### src/rtl/vc_mux3_arb_ctrl_pkg.sv
// Shared types and constants for the 3-way mux arbitration controller and its
// round-robin picker.
package vc_mux3_arb_ctrl_pkg;

  typedef enum logic [1:0] {
    ST_IDLE  = 2'd0,
    ST_SCRUB = 2'd1,
    ST_BUSY  = 2'd2
  } state_e;

  localparam logic [1:0] SEL_NONE = 2'b11;
  localparam logic       DOM_L    = 1'b0;
  localparam logic       DOM_H    = 1'b1;

  // Modulo-3 increment of a requester index; the unused code 3 wraps to 0.
  function automatic logic [1:0] rr_inc3(input logic [1:0] idx);
    return (idx >= 2'd2) ? 2'd0 : idx + 2'd1;
  endfunction

endpackage

### src/rtl/vc_mux3_arb_ctrl_if.sv
// Handshake bundle between three requesters, the arbitration controller and the
// downstream consumer of the select mux.
interface vc_mux3_arb_ctrl_if;

  logic       in0_val, in1_val, in2_val;
  logic       in0_last, in1_last, in2_last;
  logic       in0_dom, in1_dom, in2_dom;
  logic       in0_rdy, in1_rdy, in2_rdy;
  logic [1:0] sel;
  logic       out_val;
  logic       out_last;
  logic       out_rdy;

  modport master (
    output in0_val, in1_val, in2_val,
    output in0_last, in1_last, in2_last,
    output in0_dom, in1_dom, in2_dom,
    output out_rdy,
    input  in0_rdy, in1_rdy, in2_rdy,
    input  sel, out_val, out_last
  );

  modport slave (
    input  in0_val, in1_val, in2_val,
    input  in0_last, in1_last, in2_last,
    input  in0_dom, in1_dom, in2_dom,
    input  out_rdy,
    output in0_rdy, in1_rdy, in2_rdy,
    output sel, out_val, out_last
  );

endinterface

### src/rtl/vc_mux3_arb_ctrl_rr_pick3.sv
// Combinational 3-input round-robin picker: the first requester found searching
// ptr+1, ptr+2, ptr (mod 3) wins.
module vc_rr_pick3
  import vc_mux3_arb_ctrl_pkg::*;
(
  input  logic [2:0] i_req,
  input  logic [1:0] i_ptr,
  output logic [1:0] o_gnt_idx,
  output logic       o_any
);

  // Rotating search starting just after the last winner
  always_comb begin : p_pick
    logic [1:0] w_cand;
    o_gnt_idx = 2'd0;
    o_any     = 1'b0;
    w_cand    = rr_inc3(i_ptr);
    for (int k = 0; k < 3; k++) begin
      if (!o_any && i_req[w_cand]) begin
        o_gnt_idx = w_cand;
        o_any     = 1'b1;
      end else begin
        o_gnt_idx = o_gnt_idx;
      end
      w_cand = rr_inc3(w_cand);
    end
  end

endmodule

### src/rtl/vc_mux3_arb_ctrl.sv
// Arbitration and handshake control in front of a 3-way select mux: grants are
// locked per message and ownership changes across security domains are scrubbed.
module vc_mux3_arb_ctrl
  import vc_mux3_arb_ctrl_pkg::*;
#(
  parameter int NSCRUB = 1
) (
  input  logic                i_clk,
  input  logic                i_reset,
  vc_mux3_arb_ctrl_if.slave   bus
);

  localparam int             CW         = (NSCRUB > 0) ? $clog2(NSCRUB + 1) : 1;
  localparam logic [CW-1:0]  SCRUB_LOAD = (NSCRUB > 0) ? CW'(NSCRUB - 1) : '0;

  state_e          r_state, w_state_nxt;
  logic [1:0]      r_win, w_win_nxt;
  logic            r_win_dom, w_win_dom_nxt;
  logic            r_last_dom, w_last_dom_nxt;
  logic            r_have_prev, w_have_prev_nxt;
  logic [1:0]      r_ptr, w_ptr_nxt;
  logic [CW-1:0]   r_cnt, w_cnt_nxt;

  logic [2:0]      w_req;
  logic [1:0]      w_pick_idx;
  logic            w_pick_any;
  logic            w_pick_dom;
  logic            w_own_val;
  logic            w_own_last;
  logic            w_xfer;

  assign w_req = {bus.in2_val, bus.in1_val, bus.in0_val};

  vc_rr_pick3 u_pick (
    .i_req     (w_req),
    .i_ptr     (r_ptr),
    .o_gnt_idx (w_pick_idx),
    .o_any     (w_pick_any)
  );

  // Domain of the requester that would win arbitration this cycle
  always_comb begin
    case (w_pick_idx)
      2'd0:    w_pick_dom = bus.in0_dom;
      2'd1:    w_pick_dom = bus.in1_dom;
      2'd2:    w_pick_dom = bus.in2_dom;
      default: w_pick_dom = DOM_L;
    endcase
  end

  // Live handshake of the registered owner only; non-owners never reach the outputs
  always_comb begin
    case (r_win)
      2'd0: begin w_own_val = bus.in0_val; w_own_last = bus.in0_last; end
      2'd1: begin w_own_val = bus.in1_val; w_own_last = bus.in1_last; end
      2'd2: begin w_own_val = bus.in2_val; w_own_last = bus.in2_last; end
      default: begin w_own_val = 1'b0; w_own_last = 1'b0; end
    endcase
  end

  assign w_xfer = (r_state == ST_BUSY) && w_own_val && bus.out_rdy;

  // Next-state logic: arbitration in IDLE, scrub countdown, lock release on last beat
  always_comb begin
    w_state_nxt     = r_state;
    w_win_nxt       = r_win;
    w_win_dom_nxt   = r_win_dom;
    w_last_dom_nxt  = r_last_dom;
    w_have_prev_nxt = r_have_prev;
    w_ptr_nxt       = r_ptr;
    w_cnt_nxt       = r_cnt;
    case (r_state)
      ST_IDLE: begin
        if (w_pick_any) begin
          w_win_nxt     = w_pick_idx;
          w_win_dom_nxt = w_pick_dom;
          if (r_have_prev && (w_pick_dom != r_last_dom) && (NSCRUB > 0)) begin
            w_state_nxt = ST_SCRUB;
            w_cnt_nxt   = SCRUB_LOAD;
          end else begin
            w_state_nxt = ST_BUSY;
          end
        end else begin
          w_state_nxt = ST_IDLE;
        end
      end
      ST_SCRUB: begin
        if (r_cnt == '0) begin
          w_state_nxt = ST_BUSY;
        end else begin
          w_cnt_nxt = r_cnt - CW'(1);
        end
      end
      ST_BUSY: begin
        if (w_xfer && w_own_last) begin
          w_state_nxt     = ST_IDLE;
          w_ptr_nxt       = r_win;
          w_last_dom_nxt  = r_win_dom;
          w_have_prev_nxt = 1'b1;
        end else begin
          w_state_nxt = ST_BUSY;
        end
      end
      default: w_state_nxt = ST_IDLE;
    endcase
  end

  // State and arbitration history registers
  always_ff @(posedge i_clk) begin
    if (!i_reset) begin
      r_state     <= ST_IDLE;
      r_win       <= 2'd0;
      r_win_dom   <= DOM_L;
      r_last_dom  <= DOM_L;
      r_have_prev <= 1'b0;
      r_ptr       <= 2'd2;
      r_cnt       <= '0;
    end else begin
      r_state     <= w_state_nxt;
      r_win       <= w_win_nxt;
      r_win_dom   <= w_win_dom_nxt;
      r_last_dom  <= w_last_dom_nxt;
      r_have_prev <= w_have_prev_nxt;
      r_ptr       <= w_ptr_nxt;
      r_cnt       <= w_cnt_nxt;
    end
  end

  // Mux select and handshake steering; everything is quiet outside BUSY
  always_comb begin
    bus.sel      = SEL_NONE;
    bus.out_val  = 1'b0;
    bus.out_last = 1'b0;
    bus.in0_rdy  = 1'b0;
    bus.in1_rdy  = 1'b0;
    bus.in2_rdy  = 1'b0;
    if (r_state == ST_BUSY) begin
      bus.sel      = r_win;
      bus.out_val  = w_own_val;
      bus.out_last = w_own_last;
      case (r_win)
        2'd0:    bus.in0_rdy = bus.out_rdy;
        2'd1:    bus.in1_rdy = bus.out_rdy;
        2'd2:    bus.in2_rdy = bus.out_rdy;
        default: bus.sel     = SEL_NONE;
      endcase
    end else begin
      bus.sel = SEL_NONE;
    end
  end

endmodule

### src/flat_wrapper.sv
// flat-port wrapper written by rule: the top's interface ports become plain ports
module vc_mux3_arb_ctrl_flat import vc_mux3_arb_ctrl_pkg::*;
#(
  parameter int NSCRUB = 1
)
  (i_clk, i_reset, bus_in0_val, bus_in1_val, bus_in2_val, bus_in0_last, bus_in1_last, bus_in2_last, bus_in0_dom, bus_in1_dom, bus_in2_dom, bus_out_rdy, bus_in0_rdy, bus_in1_rdy, bus_in2_rdy, bus_sel, bus_out_val, bus_out_last);
  vc_mux3_arb_ctrl_if bus_i ();
  input  logic i_clk;
  input  logic i_reset;
  input wire logic [$bits(bus_i.in0_val)-1:0] bus_in0_val;
  input wire logic [$bits(bus_i.in1_val)-1:0] bus_in1_val;
  input wire logic [$bits(bus_i.in2_val)-1:0] bus_in2_val;
  input wire logic [$bits(bus_i.in0_last)-1:0] bus_in0_last;
  input wire logic [$bits(bus_i.in1_last)-1:0] bus_in1_last;
  input wire logic [$bits(bus_i.in2_last)-1:0] bus_in2_last;
  input wire logic [$bits(bus_i.in0_dom)-1:0] bus_in0_dom;
  input wire logic [$bits(bus_i.in1_dom)-1:0] bus_in1_dom;
  input wire logic [$bits(bus_i.in2_dom)-1:0] bus_in2_dom;
  input wire logic [$bits(bus_i.out_rdy)-1:0] bus_out_rdy;
  output wire logic [$bits(bus_i.in0_rdy)-1:0] bus_in0_rdy;
  output wire logic [$bits(bus_i.in1_rdy)-1:0] bus_in1_rdy;
  output wire logic [$bits(bus_i.in2_rdy)-1:0] bus_in2_rdy;
  output wire logic [$bits(bus_i.sel)-1:0] bus_sel;
  output wire logic [$bits(bus_i.out_val)-1:0] bus_out_val;
  output wire logic [$bits(bus_i.out_last)-1:0] bus_out_last;
  assign bus_i.in0_val = bus_in0_val;
  assign bus_i.in1_val = bus_in1_val;
  assign bus_i.in2_val = bus_in2_val;
  assign bus_i.in0_last = bus_in0_last;
  assign bus_i.in1_last = bus_in1_last;
  assign bus_i.in2_last = bus_in2_last;
  assign bus_i.in0_dom = bus_in0_dom;
  assign bus_i.in1_dom = bus_in1_dom;
  assign bus_i.in2_dom = bus_in2_dom;
  assign bus_i.out_rdy = bus_out_rdy;
  assign bus_in0_rdy = bus_i.in0_rdy;
  assign bus_in1_rdy = bus_i.in1_rdy;
  assign bus_in2_rdy = bus_i.in2_rdy;
  assign bus_sel = bus_i.sel;
  assign bus_out_val = bus_i.out_val;
  assign bus_out_last = bus_i.out_last;
  vc_mux3_arb_ctrl #(.NSCRUB(NSCRUB)) u_core (.i_clk(i_clk), .i_reset(i_reset), .bus(bus_i));
endmodule
### config.mk
export PLATFORM = sky130hd
export DESIGN_NAME = vc_mux3_arb_ctrl_flat
export DESIGN_NICKNAME = d
export VERILOG_FILES = /design/src/rtl/vc_mux3_arb_ctrl_pkg.sv /design/src/rtl/vc_mux3_arb_ctrl_if.sv /design/src/rtl/vc_mux3_arb_ctrl_rr_pick3.sv /design/src/rtl/vc_mux3_arb_ctrl.sv /design/src/flat_wrapper.sv
export SDC_FILE = /design/constraint.sdc
export NUM_CORES = 1
export LEC_CHECK = 0
export CORE_AREA = 2 2 39 41
export DETAILED_ROUTE_END_ITERATION = 8
export DIE_AREA = 0 0 41 43
export DONT_BUFFER_PORTS = 1
export PLACE_DENSITY_LB_ADDON = 0.05
export SYNTH_ARGS = -nofsm -noshare
export SYNTH_HDL_FRONTEND = slang
export SYNTH_SLANG_ARGS = --single-unit
### constraint.sdc
create_clock -name i_clk -period 1.6 [get_ports i_clk]
set_input_delay 0.32 -clock i_clk [delete_from_list [all_inputs] [get_ports i_clk]]
set_output_delay 0.32 -clock i_clk [all_outputs]
set_load 0.03 [all_outputs]
Word level (Yosys, flattened, before mapping)
Index checks and enable logic that the tools add are counted.
- $add $sub $neg: 4
- multiply operators: 0
- divide/modulo/power cells: 0
- magnitude comparators: 6
- eq/ne operators: 10
- shift-type cells: 0
- multiplexer cells: 37
- bitwise logic cells: 0
- reductions and logical operators: 16
- operator list (kind ; count):
    $mux 2 ; 12
    $mux 1 ; 17
    $lt 2x3->1 const B ; 3
    $pmux 1 s3 ; 3
    $add 2x1->2 const B ; 3
    $bmux 1 s2 ; 3
    $eq 2x1->1 const B ; 3
    $eq 2x2->1 const B ; 3
    $ge 2x2->1 const B ; 3
    $logic_and 1x1->1 ; 6
    $logic_not 2->1 ; 3
    $pmux 2 s3 ; 1
    $ne 2x2->1 const B ; 2
    $reduce_and 2->1 ; 2
    $reduce_and 3->1 ; 1
    $reduce_or 3->1 ; 1
    $logic_not 1->1 ; 2
    $ne 2x1->1 const B ; 1
    $pmux 1 s2 ; 1
    $reduce_bool 2->1 ; 1
    $ne 1x1->1 ; 1
    $sub 1x1->1 const B ; 1
- bits in registers: 10
- bits in latches: 0
- RAM bits: 0
- bits in read-only memories: 0
- bits of input ports: 12
- output and inout bits: 7
- word-level logic and storage cells: 80
- memories kept: 0

Logic depth before layout (Yosys ltp)
- depth in word-level cells: 18
- mapped depth: 8
- depth with buffers taken out: 6

Hierarchy
Synthesis repeated with hierarchy kept, for this count alone.
- cell total of the unflattened synthesis: 72
- area, all modules: 648.1 sq um
- by module, submodules not included (module ; times used ; cells an instance ; area each (sq um) ; seq. area each (sq um)):
    vc_mux3_arb_ctrl ; 1 ; 64 ; 598.1 ; 180.2
    vc_rr_pick3 ; 1 ; 8 ; 50.0 ; 0.0

Worst setup path before layout
OpenSTA, ideal clock, no wires.
- path type: register -> register
- from: register u_core.r_win[0]
- to: register u_core.r_state[1]
- library setup time: 0.122 ns
- arrival time: 1.584 ns
- required time: 1.478 ns
- setup slack: -0.105 ns
- stages on the path, launching flop included: 8
- path buffers: 2
- clock period less this slack: 1.705 ns
- cells stage by stage: dfxtp_1 > buf_6 > and2b_1 > a21oi_1 > or3_1 > buf_6 > and2_4 > o311a_1
- word-level cells in the longest chain between the ends: 7
- elaborated cells on any way between the ends: 10
- those cells by class: eq/ne (2); mux (4); reduce/logical (4)
- RTL lines (item ; line ; text):
    start, declared ; vc_mux3_arb_ctrl.sv:17 ; logic [1:0] r_win, w_win_nxt;
    start signal, assigned ; vc_mux3_arb_ctrl.sv:120 ; r_win <= w_win_nxt;
    $eq 2x2->1, or another cell as far along ; vc_mux3_arb_ctrl.sv:53 ; case (r_win)
    $pmux 1 s3 ; vc_mux3_arb_ctrl.sv:53 ;
    $logic_and 1x1->1 (2 in a row) ; vc_mux3_arb_ctrl.sv:61 ; assign w_xfer = (r_state == ST_BUSY) && w_own_val && bus.out_rdy;
    $logic_and 1x1->1 * ; vc_mux3_arb_ctrl.sv:95 ; if (w_xfer && w_own_last) begin
    $mux 2 * ; vc_mux3_arb_ctrl.sv:95 ;
    $pmux 2 s3 * ; vc_mux3_arb_ctrl.sv:72 ; case (r_state)
    end signal, assigned ; vc_mux3_arb_ctrl.sv:119 ; r_state <= w_state_nxt;
    end, declared ; vc_mux3_arb_ctrl.sv:16 ; state_e r_state, w_state_nxt;
Mark *: on every way between the ends. The rest lies on a longest branch, timed or not.
A chain may end at the register's enable or synchronous reset.

Final worst setup path
Ends and elaborated chain as after synthesis.

==> flow_summary.yaml <==
floorplan:
  rows: 14
  start_util_pct: 40.6
  ios: 19
  die_x_um: 41
  fp.coreArea_mm2: 0.00138
  die_area_mm2: 0.00176
  die_h_um: 43
pwr:
  leakagePower_nw: 0.326
  p_per_area_mw_per_mm2: 773
  power_uw: 570
  peakVddDrop_mv: 0.521
clock_tree:
  clk_pin_slew_ps: 60
  post_cts_buffers: 0
  clockBufferDepth: 2
  cts_tree: "yes"
  htree_levels: 1
  root_buffer: "clkbuf_4"
  cts-hold-fix-buffers: 0
  cts_sinks: 9
  clk_latency_ps: 250
  cts_made_buffers: 3
sta:
  relSlewSlack_pct: 78.4
  finalClockSkew_ps: 5.36
  fin_crit_ps: 1590
  finalWorstSetupSlack_ps: 5.46
  fin_crit_sh_pct: 99.7
  hold_viol_final: 0
  max_freq_mhz: 627
  finalSetupViolations: 0
  finalMaxSlewViolations: 0
  rsz0062_at_grt: "true"
  tightest_slew_ps: 326
  holdWs_ps: 123
logic_synthesis:
  synth.yosys.seq_area_share_pct: 32.1
  synth_nets: 84
  synthCells: 72
  ys_ff_latch: 9
  synth_area_leaders: "dfxtp_1 32%, mux2i_1 8.9%, nor2_1 8.7%, a21oi_1 7.1%, buf_6 6.0%"
  synth.distinct_cells: 24
  synth.top_cell.area_share_pct: 32.1
  syn_area_um2: 562
  yosysTopAreaCell: "dfxtp_1"
  ys_warn_count: 0
  avgSynthCellArea_um2: 7.80
detailed_routing:
  drc: 0
  dr.pass1.iters: 3
  ant_nets: 0
  drt_wl_total_um: 1290
  wl_per_cell_um: 12.3
  vias: 538
  first_iter_violations: 2
  vias_per_cell: 5.12
critical_path:
  critical_path_required_ps: 1740
  criticalPathCategory: "reg2reg"
  cp-start-kind: "register"
  crit_fanout: 5
  crit_arrival_ps: 1740
  end_kind: "register"
place:
  dpl.hpwl_um: 977
  place_ws_ps: 3.73
  gp_congestion: 0.759
  placed_cells: 101
  place_area_um2: 681
  io_buffers: 0
cells_and_area:
  num_antenna_cells: 0
  seqCellArea_um2: 189
  fin_cells: 105
  mostFrequentLayoutCell: "buf_4"
  final_cell_mix: "16 x buf_4, 13 x nor2_1, 6 x a21oi_1, 5 x mux2i_1"
  fillers: 145
  area_growth_pct: 31.2
  multi_input_area_um2: 363
  fin_nets: 102
  stdcell_area_um2: 737
  layout-drive-gt1-share_pct: 39.3
grt:
  grt.overflow.total: 0
  grt_usage_pct: 16.8
  grt_pass1_wl_um: 1960
  grt_pass1_vias: 475
  grt_max_degree: 9
  antenna_found_initial: 0
min_path:
  hold_class: "in2reg"
run:
  max-cap-violations: 0
run_status:
  status: "finished clean"
==> flip-flops by register name, summed over array words and instances, names as in the netlist <==
signal and count:
u_core.r_ptr 2, u_core.r_state 2, u_core.r_win 2, u_core.r_have_prev 1
u_core.r_last_dom 1, u_core.r_win_dom 1
==> through the flow <==
step,setup TNS [ps],utilization [%]
floorplan,-105,-
global placement,-14.0,49.2
detailed placement,0,49.2
CTS,-24.2,52.0
global route,-300,53.3
finish,0,53.3
==> per-layer routing <==
metal  vias up  global-route usage (%)  part of all wire (%)
met3         4                    3.14                   5.2
met2        13                    25.6                    46
met4         0                    12.0                   2.8
li1        282                       -                     -
met1       239                    19.9                    46
met5         -                       0                     0
==> worst paths after layout <==
kind                                    from  cells after the start                              end  slack [ps]
min reg2reg  u_core.r_have_prev$_SDFFE_PN0P_                      2  u_core.r_have_prev$_SDFFE_PN0P_         470
min                                  i_reset                      1     u_core.r_ptr[1]$_SDFFE_PN1P_         120
max             u_core.r_win[0]$_SDFFE_PN0P_                      5     u_core.r_state[1]$_SDFF_PN0_           5
max reg2reg     u_core.r_win[0]$_SDFFE_PN0P_                      5     u_core.r_state[1]$_SDFF_PN0_           5
==> report_power, final <==
group          internal (mW)  switching (mW)  leakage [nW]
Combinational         0.0689          0.0874         0.236
Clock                 0.0957          0.0735        0.0150
Sequential             0.235         0.00918        0.0751
==> Yosys cell counts <==
cell type,count
o22ai_1,2
inv_1,2
a21bo_2,1
dfxtp_1,9
nand2b_1,4
and2b_2,1
nor3b_1,2
o211ai_1,1
a22oi_1,1
and2b_1,1
a21oi_1,8
buf_6,3
nor2_1,13
nand3b_1,2
nand3_1,2
nor3_1,3
o311a_1,1
buf_2,1
a31oi_1,1
nor2b_1,1
and2_4,1
mux2i_1,5
nand2_1,5
or3_1,2
==> critical path: stages, from the launching register on <==
cell and delay, ps:
dfxtp_4 370, and2b_1 240, a21oi_2 70, or3_1 360
and2_4 170, o311a_1 270
==> timing repair <==
item / 4_1_cts / 5_1_grt
endpoints found under the hold margin: 0 / 0
gates resized for setup: 6 / 6
pin swaps: 2 / 3
setup endpoints to repair: 6 / 6
==> kinds of logic (layout without fill, tap and decap cells) <==
kind of cell / count (synthesis) / after routing / synth area share (%)
buffers and inverters: 6 / 23 / 8.24
multiplexers: 5 / 5 / 8.91
AND/OR/NAND/NOR: 37 / 37 / 34.1
AO/OA/AOI/OAI: 15 / 15 / 16.7
flip-flops: 9 / 9 / 32.1
==> layout make-up <==
cell class / count / area share [%]
sequential: 9 / 25.6
tap: 16 / 2.72
timing repair buffer: 17 / 17.8
clock buffer: 4 / 3.57
inverter: 2 / 1.02
multi-input combinational: 57 / 49.2
(Power assumes the default switching activity.)
